### config.mk
export PLATFORM = sky130hd
export DESIGN_NAME = fetch_unit
export DESIGN_NICKNAME = d
export VERILOG_FILES = /design/src/rtl/cpu_types_pkg.sv /design/src/rtl/fetch_fifo.sv /design/src/rtl/fetch_unit.sv
export SDC_FILE = /design/constraint.sdc
export NUM_CORES = 1
export LEC_CHECK = 0
export CAP_MARGIN = 25
export CORE_MARGIN = 1.5
export CORE_UTILIZATION = 30
export CTS_CLUSTER_DIAMETER = 80
export DETAILED_ROUTE_END_ITERATION = 8
export GPL_TIMING_DRIVEN = 0
export SYNTH_ARGS = -nofsm -noshare
export SYNTH_HDL_FRONTEND = slang
export SYNTH_SLANG_ARGS = --single-unit
### constraint.sdc
create_clock -name CLK -period 1.8 [get_ports CLK]
set_clock_uncertainty 0.15 [all_clocks]
set_input_delay 0.27 -clock CLK [delete_from_list [all_inputs] [get_ports CLK]]
set_output_delay 0.27 -clock CLK [all_outputs]
set_load 0.01 [all_outputs]
### src/rtl/cpu_types_pkg.sv
// Shared CPU types for the fetch front end.
//   word_t        : 32-bit machine word
//   fetch_entry_t : one prefetch FIFO slot {instruction, PC+4}
//   FQ_DEPTH      : default prefetch FIFO depth
//   fetch_state_t : fetch FSM states
package cpu_types_pkg;

  typedef logic [31:0] word_t;

  typedef struct packed {
    word_t instr;
    word_t npc;
  } fetch_entry_t;

  localparam int unsigned FQ_DEPTH = 2;

  typedef enum logic {
    FETCH  = 1'b0,
    HALTED = 1'b1
  } fetch_state_t;

endpackage

### src/rtl/fetch_fifo.sv
// Prefetch FIFO: DEPTH-entry circular buffer of fetch_entry_t.
//   push/pop  : write tail / remove head (ignored when full/empty)
//   clear     : drop all entries at the next edge, overrides push and pop
//   full/empty: occupancy flags, derived from the registered count
//   head      : current head entry, read straight from storage registers
module fetch_fifo
  import cpu_types_pkg::*;
#(
  parameter int unsigned DEPTH = FQ_DEPTH
) (
  input  logic         CLK,
  input  logic         nRST,
  input  logic         push,
  input  fetch_entry_t push_data,
  input  logic         pop,
  input  logic         clear,
  output logic         full,
  output logic         empty,
  output fetch_entry_t head
);

  localparam int unsigned AW = $clog2(DEPTH);
  localparam int unsigned CW = AW + 1;

  fetch_entry_t mem [DEPTH];
  logic [AW-1:0] rptr;
  logic [AW-1:0] wptr;
  logic [CW-1:0] count;
  logic          do_push;
  logic          do_pop;

  assign full    = (count == CW'(DEPTH));
  assign empty   = (count == '0);
  assign do_push = push && !full;
  assign do_pop  = pop && !empty;
  assign head    = mem[rptr];

  // Storage is reset so the head outputs read zero out of reset.
  always_ff @(posedge CLK or negedge nRST) begin
    if (!nRST) begin
      for (int unsigned i = 0; i < DEPTH; i++) mem[i] <= '0;
    end else if (do_push && !clear) begin
      mem[wptr] <= push_data;
    end
  end

  // Pointers wrap naturally because DEPTH is a power of two.
  always_ff @(posedge CLK or negedge nRST) begin
    if (!nRST) begin
      rptr  <= '0;
      wptr  <= '0;
      count <= '0;
    end else if (clear) begin
      rptr  <= '0;
      wptr  <= '0;
      count <= '0;
    end else begin
      if (do_push) wptr <= wptr + 1'b1;
      if (do_pop)  rptr <= rptr + 1'b1;
      if (do_push && !do_pop)      count <= count + 1'b1;
      else if (do_pop && !do_push) count <= count - 1'b1;
    end
  end

endmodule

### src/rtl/fetch_unit.sv
// Instruction fetch stage.
//   CLK, nRST        : clock, async active-low reset
//   imemaddr / pcEN  : PC value in, PC advance/load enable out
//   halt             : sticky stop request
//   iREN/iaddr/ihit/iload : instruction cache request/response
//   flush            : redirect; clears queued and in-flight fetches
//   instr_o/npc_o/valid_o/ready_i : prefetch FIFO head to decode
module fetch_unit
  import cpu_types_pkg::*;
#(
  parameter int unsigned DEPTH = FQ_DEPTH
) (
  input  logic  CLK,
  input  logic  nRST,
  input  word_t imemaddr,
  output logic  pcEN,
  input  logic  halt,
  output logic  iREN,
  output word_t iaddr,
  input  logic  ihit,
  input  word_t iload,
  input  logic  flush,
  output word_t instr_o,
  output word_t npc_o,
  output logic  valid_o,
  input  logic  ready_i
);

  fetch_state_t state_q;
  fetch_state_t state_d;
  logic         full;
  logic         empty;
  logic         push;
  logic         pop;
  fetch_entry_t push_data;
  fetch_entry_t head;

  always_ff @(posedge CLK or negedge nRST) begin
    if (!nRST) state_q <= FETCH;
    else       state_q <= state_d;
  end

  // nRST gates the request so a reset mid-miss drops iREN immediately.
  always_comb begin
    state_d = state_q;
    iREN    = 1'b0;
    pcEN    = 1'b0;
    push    = 1'b0;
    if (state_q == FETCH) begin
      if (halt) state_d = HALTED;
      iREN = nRST && !full && !flush;
      push = ihit && iREN;
      pcEN = nRST && (push || flush);
    end
  end

  assign iaddr     = imemaddr;
  assign push_data = '{instr: iload, npc: imemaddr + 32'd4};
  assign pop       = !empty && ready_i;

  fetch_fifo #(
    .DEPTH(DEPTH)
  ) u_fifo (
    .CLK      (CLK),
    .nRST     (nRST),
    .push     (push),
    .push_data(push_data),
    .pop      (pop),
    .clear    (flush),
    .full     (full),
    .empty    (empty),
    .head     (head)
  );

  assign valid_o = !empty;
  assign instr_o = head.instr;
  assign npc_o   = head.npc;

endmodule

==> results.toml <==
[sta]
fin_crit_sh = 1.19
slew_headroom = 0.738
post-route-min-period_ns = 2.14
tightest_slew_ns = 0.391
tns_ns = -34.97
grt_setup_unrepaired = "yes"
hold_slack_ns = 0.0515
fmax_mhz = 466
slew_viol_final = 0
hold_viol_final = 0
setup_viol = 193
setup_ws_ns = -0.344

[drt]
num_vias = 5006
drt_iter0_drc = 141
drtAntennaViolNets = 0
route.detailed.drc = 0
wl_per_cell_um = 17.8
drt-met1-wl_mm = 8.67
wl_met3_mm = 1.11
drt_wl_total_mm = 19.3
first_pass_iters = 4
highest_layer = "met4"
viasPerCell = 4.60
met2_length_mm = 9.45

[floorplanning]
core_area_sq_um = 21700
pin_count = 169
die_w_um = 151
std_cell_rows = 54
start_util = 0.304
die_y_um = 151
die_area_sq_um = 22900

[worst_setup_path]
rrSetupSlack_ns = -0.20
r2r-end = "u_fifo.mem[99]$_DFFE_PN0P_"
crit_type = "register to output pin"
path_cells = "clkbuf_16 > buf_8 > clkbuf_16 > mux2_4 > buf_6"
slowest_delay_ns = 0.40
critPathSlowestCell = "dfrtp_1"
worstSetupEndpointType = "output pin"
crit_path_end = "npc_o[21]"
crit_path_frequent_cell = "clkbuf_16"
r2r-start = "state_q$_DFF_PN0_"
critPathLaunchType = "register"
crit_start = "u_fifo.rptr$_DFFE_PN0P_"
required_ns = 1.38
crit_fanout = 9
rr_worst_depth = 7
worstPathArrival_ns = 1.72

[placement]
pre_cts_ws_ns = -1.20
port_buffers = 168
dpl.cell_count = 995
dpl-instance-area_sq_um = 8660
hpwl_mm = 11.7
gp_congestion = 0.727

[clock_tree]
tritoncts = "yes"
htreeDepth = 4
cts_root_buf = "clkbuf_16"
clkTransAtPathRegs_ns = 0.06
clock_latency_ns = 0.42
cts.sinks = 133
clk_path_buf_depth = 2
cts_buffers = 17

[logic_synthesis]
synthCells = 546
syn-num-nets = 617
async_flop_share = 1.00
yosys_warnings = 0
ys_seq_area_frac = 0.504
synth_flop_cell = "dfrtp_1"
synth_seq_cells = 133
synth_area_sq_um = 6600
synth-edff-count = 0
synth.avg_cell_area_sq_um = 12.1
yosysUniqueCellTypes = 33

[status]
violations = "setup timing"
status = "complete, but fails checks"

[grt]
grt_max_degree = 48
antenna_found_initial = 1
grt_pass1_wl_mm = 29.6
grt_usage = 0.173
grt_remaining_overflow = 0
grt_pass1_vias = 5289

[finish]
drive_gt1_frac = 0.573
final_nets = 866
antenna_cells = 0
finalCoreUtilization = 0.512
fin_cells = 1088
syn_to_final_growth_pct = 68.2
nFillCells = 1945
post-route-cell-area_sq_um = 11100

[power_and_ir_drop]
netSwitchingPower_mw = 1.78
power_leakage_nw = 5.26
power.share.sequential = 0.424
switching_share = 0.246
combPwrFrac = 0.115
clkPwrFrac = 0.461
powerDensity_nw_per_um2 = 654
p_int_mw = 5.48
p_total_mw = 7.26
ir_drop_uv = 447

[hold_path]
hold_class = "input pin to register"

[job]
drv_cap = 0
## cells in the mapped netlist (all sizes together) (4+ instances only)
cell / n / area share
and3: 4 / 0.0038
buf: 42 / 0.053
clkbuf: 17 / 0.0097
dfrtp: 133 / 0.50
mux2: 134 / 0.25
nand2: 73 / 0.042
nand3: 11 / 0.010
nand4: 10 / 0.012
nor2: 9 / 0.0051
nor3: 4 / 0.0030
nor4: 4 / 0.0070
o21ai: 60 / 0.046
xnor2: 10 / 0.013
xor2: 21 / 0.028
## power groups by stage
stage,logic [mW],clock network (mW),registers [mW]
2_1_floorplan,0.247,0,3.12
3_3_place_gp,0.731,0,3.12
3_5_place_dp,0.739,0,3.12
4_1_cts,0.815,3.46,3.07
5_1_grt,0.899,3.58,3.09
6_report,0.832,3.35,3.08
## worst max-delay path, delay by kind of cell (launching register included)
family	cells	cell delay [ns]
buffers and inverters	4	0.59
DFF	1	0.40
muxes	1	0.31
## cell usage in the layout, fill, tap and decap left out, types with 8 or more instances in the layout
| cell type | n |
|---|---|
| nand2_1 | 13 |
| dfrtp_1 | 132 |
| buf_8 | 13 |
| buf_4 | 50 |
| xnor2_1 | 10 |
| clkdlybuf4s50_1 | 68 |
| o21ai_1 | 24 |
| xor2_1 | 21 |
| o21ai_2 | 34 |
| buf_12 | 18 |
| buf_16 | 10 |
| mux2_2 | 71 |
| nand3_1 | 8 |
| nand2_4 | 25 |
| buf_6 | 64 |
| buf_2 | 12 |
| mux2_4 | 63 |
| nand4_1 | 9 |
| nor2_1 | 9 |
| clkbuf_16 | 29 |
| dlygate4sd2_1 | 31 |
| nand2_2 | 35 |
## final cells by class
class,count,area (sq um),share of cell area
buffer,56,749,0.0676
multi-input combinational,352,3440,0.310
clock inverter,13,125,0.0113
tap,280,350,0.0316
inverter,2,7.51,0.000677
clock buffer,19,443,0.0399
timing repair buffer,233,2650,0.239
sequential,133,3330,0.300
## worst min-delay path by stage
stage | end | slack, ns | startpoint | depth (start not counted)
floorplan | state_q$_DFF_PN0_ | -0.18 | nRST | 0
global placement | u_fifo.mem[10]$_DFFE_PN0P_ | 0.31 | u_fifo.mem[10]$_DFFE_PN0P_ | 2
detailed placement | u_fifo.mem[57]$_DFFE_PN0P_ | 0.06 | nRST | 1
CTS | u_fifo.mem[0]$_DFFE_PN0P_ | 0.15 | imemaddr[0] | 2
global route | u_fifo.mem[2]$_DFFE_PN0P_ | 0.05 | imemaddr[2] | 2
finish | u_fifo.mem[2]$_DFFE_PN0P_ | 0.05 | imemaddr[2] | 2
## logic make-up after synthesis
family,share of synthesized area
xor+xnor,0.0412
fa+ha+maj,0.00190
compound gates,0.0470
simple gates,0.0948
mux,0.247
buf+inv,0.0637
flops,0.504
## layer usage
metal	track usage	vias to the layer above
li1	-	2381
met1	0.224	2478
met2	0.287	139
met3	0.0434	8
met4	0.0413	0
met5	0	-
## registers in the layout, summed over array words and instances (netlist names)
signal / count
u_fifo.mem: 128
u_fifo.count: 2
state_q: 1
u_fifo.rptr: 1
u_fifo.wptr: 1
## what timing repair did
item,CTS,global route
setup endpoints to repair,227,196
resized for setup,568,139
setup buffers,30,7
hold buffers,8,0
cloned,18,2
pin swaps,39,32
endpoints found under the hold margin,86,0
Note: power is estimated with default switching activity, not from simulation.
